<file path="config.mk">
export PLATFORM = sky130hd
export DESIGN_NAME = seq_divider
export DESIGN_NICKNAME = d
export VERILOG_FILES = /design/src/rtl/seq_divider_pkg.sv /design/src/rtl/seq_div_step.sv /design/src/rtl/seq_divider.sv
export SDC_FILE = /design/constraint.sdc
export NUM_CORES = 1
export LEC_CHECK = 0
export CORE_MARGIN = 8
export CORE_UTILIZATION = 30
export CTS_CLUSTER_SIZE = 16
export DETAILED_ROUTE_END_ITERATION = 10
export PLACE_DENSITY_LB_ADDON = 0.1
export SLEW_MARGIN = 20
export SYNTH_ARGS = -nofsm -noshare
export SYNTH_HDL_FRONTEND = slang
export SYNTH_HIERARCHICAL = 1
export SYNTH_SLANG_ARGS = --single-unit
</file>
<file path="constraint.sdc">
create_clock -name clk -period 3.15 [get_ports clk]
set_input_delay 0.63 -clock clk [delete_from_list [all_inputs] [get_ports clk]]
set_output_delay 0.63 -clock clk [all_outputs]
set_load 0.02 [all_outputs]
</file>
<file path="src/rtl/seq_divider_pkg.sv">
// Shared types and constants for the sequential restoring divider.
package seq_divider_pkg;

  localparam int DEFAULT_WIDTH = 16;

  typedef enum logic [1:0] {
    IDLE = 2'd0,
    CALC = 2'd1,
    DONE = 2'd2
  } state_t;

  // Width of the step counter: it only has to reach WIDTH-1.
  function automatic int count_width(input int width);
    return (width <= 2) ? 1 : $clog2(width);
  endfunction

endpackage

</file>
<file path="src/rtl/seq_div_step.sv">
// One restoring-division step: shift {rem, sr} left, trial subtract, select.
module seq_div_step
  import seq_divider_pkg::*;
#(
  parameter int WIDTH = DEFAULT_WIDTH
) (
  input  logic [WIDTH-1:0] rem_i,
  input  logic [WIDTH-1:0] sr_i,
  input  logic [WIDTH-1:0] divisor_i,
  output logic [WIDTH-1:0] rem_o,
  output logic [WIDTH-1:0] sr_o
);

  logic [WIDTH:0] shifted;
  logic [WIDTH:0] trial;
  logic           q_bit;

  // rem_i < divisor_i holds between steps (or the divisor is zero and the
  // shifted value never exceeds WIDTH bits), so bit WIDTH of the WIDTH+1 bit
  // trial difference is a reliable sign bit.
  always_comb begin
    shifted = {rem_i, sr_i[WIDTH-1]};
    trial   = shifted - {1'b0, divisor_i};
    q_bit   = ~trial[WIDTH];
    rem_o   = q_bit ? trial[WIDTH-1:0] : shifted[WIDTH-1:0];
    sr_o    = {sr_i[WIDTH-2:0], q_bit};
  end

endmodule

</file>
<file path="src/rtl/seq_divider.sv">
// Sequential unsigned restoring divider, one quotient bit per clock.
// Define SEQ_DIVIDER_DIVZERO_EN to short-circuit a zero divisor with div_by_zero=1.
module seq_divider
  import seq_divider_pkg::*;
#(
  parameter int WIDTH = DEFAULT_WIDTH
) (
  input  logic             clk,
  input  logic             reset,
  input  logic             start,
  input  logic [WIDTH-1:0] dividend,
  input  logic [WIDTH-1:0] divisor,
  output logic             busy,
  output logic             done,
  output logic [WIDTH-1:0] quotient,
  output logic [WIDTH-1:0] remainder,
  output logic             div_by_zero
);

  localparam int CW = count_width(WIDTH);
  localparam logic [CW-1:0] LAST = CW'(WIDTH - 1);

  state_t           state_q, state_d;
  logic [CW-1:0]    count_q, count_d;
  logic [WIDTH-1:0] rem_q, rem_d;
  logic [WIDTH-1:0] sr_q, sr_d;
  logic [WIDTH-1:0] div_q, div_d;
  logic [WIDTH-1:0] quot_q, quot_d;
  logic [WIDTH-1:0] res_rem_q, res_rem_d;
  logic             done_q, done_d;
  logic [WIDTH-1:0] step_rem;
  logic [WIDTH-1:0] step_sr;
  logic             zero_skip;
  logic             dbz_set;

  seq_div_step #(.WIDTH(WIDTH)) u_step (
    .rem_i     (rem_q),
    .sr_i      (sr_q),
    .divisor_i (div_q),
    .rem_o     (step_rem),
    .sr_o      (step_sr)
  );

`ifdef SEQ_DIVIDER_DIVZERO_EN
  logic dbz_q, dbz_d;

  // On the first CALC edge sr_q still holds the untouched dividend.
  assign zero_skip = (count_q == '0) && (div_q == '0);

  always_comb begin
    dbz_d = dbz_q;
    if (dbz_set) begin
      dbz_d = zero_skip;
    end
  end

  always_ff @(posedge clk or posedge reset) begin
    if (reset) begin
      dbz_q <= 1'b0;
    end else begin
      dbz_q <= dbz_d;
    end
  end

  assign div_by_zero = dbz_q;
`else
  assign zero_skip   = 1'b0;
  assign div_by_zero = 1'b0;
`endif

  always_comb begin
    state_d   = state_q;
    count_d   = count_q;
    rem_d     = rem_q;
    sr_d      = sr_q;
    div_d     = div_q;
    quot_d    = quot_q;
    res_rem_d = res_rem_q;
    done_d    = 1'b0;
    dbz_set   = 1'b0;
    case (state_q)
      IDLE: begin
        if (start) begin
          div_d   = divisor;
          rem_d   = '0;
          sr_d    = dividend;
          count_d = '0;
          state_d = CALC;
        end
      end
      CALC: begin
        if (zero_skip) begin
          quot_d    = '1;
          res_rem_d = sr_q;
          done_d    = 1'b1;
          dbz_set   = 1'b1;
          state_d   = DONE;
        end else begin
          rem_d   = step_rem;
          sr_d    = step_sr;
          count_d = count_q + CW'(1);
          if (count_q == LAST) begin
            quot_d    = step_sr;
            res_rem_d = step_rem;
            done_d    = 1'b1;
            dbz_set   = 1'b1;
            state_d   = DONE;
          end
        end
      end
      DONE: begin
        state_d = IDLE;
      end
      default: begin
        state_d = IDLE;
      end
    endcase
  end

  always_ff @(posedge clk or posedge reset) begin
    if (reset) begin
      state_q   <= IDLE;
      count_q   <= '0;
      rem_q     <= '0;
      sr_q      <= '0;
      div_q     <= '0;
      quot_q    <= '0;
      res_rem_q <= '0;
      done_q    <= 1'b0;
    end else begin
      state_q   <= state_d;
      count_q   <= count_d;
      rem_q     <= rem_d;
      sr_q      <= sr_d;
      div_q     <= div_d;
      quot_q    <= quot_d;
      res_rem_q <= res_rem_d;
      done_q    <= done_d;
    end
  end

  assign busy      = (state_q != IDLE);
  assign done      = done_q;
  assign quotient  = quot_q;
  assign remainder = res_rem_q;

endmodule

</file>
==> out/metrics.cfg <==
[status]
status=finished with violations
violations=setup timing

[run]
maxCapViolCount=0

[synth]
synth-edff-count=0
synthCells=452
synth-async-reset-ratio=1.00
synth_xor_area_frac=0.0261
synth.top_cell.area_share=0.468
yosysMostFrequentCell=nand2_1
synth-compound-area-share=0.0929
synth_fa_ha_area_frac=0.0501
synth_commonest_cells=nand2_1 (89), dfrtp_1 (87), mux2_2 (39), nand3_1 (24), nor2_1 (24)
ys_types=48
synthesis.area_mm2=0.00465
yosys_warnings=6
synth.avg_cell_area_um2=10.3
synth_flop_cell=dfrtp_1
synth_area_leaders=dfrtp_1 (47%), mux2_2 (9.5%), nand2_1 (7.2%), ha_1 (4.6%), buf_4 (2.9%)
yosysTopAreaCell=dfrtp_1
synthMuxAreaShare=0.126
yosysSeqAreaShare=0.468
synth-seq-cells=87
synth_top_family_by_area=simple AND/OR/NAND/NOR gates
synth-simple-area-share=0.162
syn_nets=505

[clock_network]
htreeDepth=3
cts_tree=built
clock_path_buffers=2
cts-root-buf=clkbuf_16
clkSlewWorstSetupHoldPaths_ns=0.06
cts_sinks=87
worstSkewPairLatency_ns=0.35
cts_made_buffers=9

[timing]
finClkSkew_ns=0.00680
period_minus_slack_ns=3.21
fin_crit_sh=1.02
finalHoldViolations=0
drv_slew=0
rsz0062_at_grt=true
tightest_slew_ns=0.714
final-setup-viol-count=14
setup_ws_ns=-0.0586
clock.fmax_mhz=312
relSlewSlack=0.523

[pwr]
fin_total_pwr_mw=8.58
power_density_mw_per_mm2=1430
vdd_drop_max_uv=416
pwr-share-clk=0.118
swShare=0.397
p_switching_mw=3.41
power_frac_seq=0.240
leakage_nw=2.73
comb_power_share=0.642
p_int_mw=5.17

[detailed_routing]
drtIter0Drc=157
dr.pass1.iters=4
num_vias=3354
drc=0
ant_nets=0
viasPerCell=4.70
drt_wl_total_um=11400
wl_per_cell_um=16.0

[final_layout]
area_growth_pct=29.0
finalNonFillerCells=714
drive_gt1_frac=0.221
antenna_cells=0
nNetsFinal=574

[global_route]
grt-ovfl-total=0
grt_pass1_vias=3687
grt_antenna_before_repair=0
grt_max_degree=88
grt_pass1_wl_um=18900
grt_use_total=0.121

[critical_path]
cp_max_fo=6
worstSetupEndpointType=flip-flop
critPathRequiredTime_ns=3.38
startpoint_type=flip-flop
worstSetupPathType=reg2reg
cp_data_arrival_time_ns=3.44

[placement]
post-dp-hpwl_um=7530
place_inst=689
port_buffers=68
place_congestion=0.761

[floorplan]
ios=70
dieHeight_um=140
rows=45
fp.dieArea_mm2=0.0197
die_w_um=140
core_mm2=0.0151
start_util=0.307

[hold_path]
hold_path_class=reg2reg

-- area by class of cell --
cell class	instances	area [um2]
Clock buffer	12	246
Inverter	20	76.3
Clock inverter	4	31.3
Fill cell	1505	9150
Multi-Input combinational cell	307	2270
Sequential cell	87	2180
Timing Repair Buffer	96	952
Tap cell	188	235
-- power by group through the flow --
stage                     registers (mW)  clock network [mW]  logic [mW]
after floorplan                     2.21                   0        3.38
after global placement              2.07                   0        4.76
after detailed placement            2.07                   0        4.79
after CTS                           2.07                1.05        5.46
after global routing                2.14                1.09        6.06
final                               2.06                1.01        5.51
-- cells in the final DEF (no fill, tap or decap), types with 2 or more instances in the layout --
| master | count |
|---|---|
| nand3_1 | 24 |
| mux2i_1 | 2 |
| buf_6 | 3 |
| xnor2_1 | 7 |
| ha_1 | 16 |
| o22ai_2 | 10 |
| mux2_4 | 29 |
| clkbuf_1 | 2 |
| a21o_1 | 4 |
| nand2_1 | 88 |
| nor2b_2 | 2 |
| clkdlybuf4s50_1 | 68 |
| o21a_1 | 2 |
| nand2b_1 | 3 |
| mux2_2 | 17 |
| nor2_1 | 24 |
| o21ai_0 | 9 |
| mux2i_4 | 2 |
| o211a_1 | 2 |
| a21oi_1 | 9 |
| buf_4 | 21 |
| inv_1 | 18 |
| xor2_1 | 5 |
| o22ai_1 | 6 |
| buf_12 | 2 |
| dfrtp_1 | 87 |
| clkbuf_16 | 10 |
| a211oi_1 | 3 |
| nor3_1 | 16 |
| clkinvlp_4 | 3 |
| o21bai_1 | 2 |
-- final timing paths --
kind	cells after the start	end	startpoint	slack (ns)
min	2	div_q[7]	div_q[7]	0.48
max in group asynchronous	3	rem_q[0]	reset	2.08
max	12	remainder[7]	sr_q[15]	-0.06
min in group asynchronous	3	remainder[2]	reset	0.71
max reg2reg	12	remainder[7]	sr_q[15]	-0.06
min reg2reg	2	div_q[7]	div_q[7]	0.48
-- cell families after synthesis --
logic type	Yosys count
mux	50
compound gates	55
buf+inv	58
flops	87
fa+ha+maj	18
other cells	1
simple gates	170
xor+xnor	13
-- through the flow --
stage / TNS, ns / area [um2] / hold slack [ns] / util / worst slack [ns]
6_report: -0.602 / 5990 / 0.477 / 0.396 / -0.0586
5_1_grt: -2.31 / 5990 / 0.496 / 0.396 / -0.159
4_1_cts: -0.580 / 5930 / 0.482 / 0.392 / -0.0637
3_5_place_dp: -1.42 / 5490 / 0.467 / 0.362 / -0.135
3_3_place_gp: -0.655 / 5490 / 0.462 / 0.362 / -0.0743
2_1_floorplan: 0 / 4650 / 0.446 / - / 0.00358
-- repair_timing --
item                       4_1_cts  5_1_grt
pin swaps                        7        7
resized for setup               23       16
setup buffers                    6        3
setup endpoints to repair       15       23
cloned                           1        0
hold buffers                     0        0
-- sequential cells by signal, indices dropped and copies added (netlist names) --
signal / count
sr_q: 16
rem_q: 16
state_q: 2
count_q: 4
remainder: 16
quotient: 16
done: 1
div_q: 16
-- routing by layer --
layer,track usage,part of all wire,up-vias
li1,-,-,1661
met1,0.154,0.48,1635
met2,0.187,0.46,47
met3,0.0326,0.043,11
met4,0.0543,0.018,0
met5,0,0,-
-- critical path: stages (launching register included) --
cell and delay (ns):
dfrtp_1 0.39, inv_2 0.11, ha_4 0.15, fa_2 0.21, nor2b_2 0.05, o31a_1 0.26, o41a_1 0.40, and4_4 0.20
a311oi_4 0.32, xnor2_2 0.21, buf_6 0.21, mux2_4 0.32, mux2_4 0.26
No activity file was read; power rests on OpenSTA's default activity.
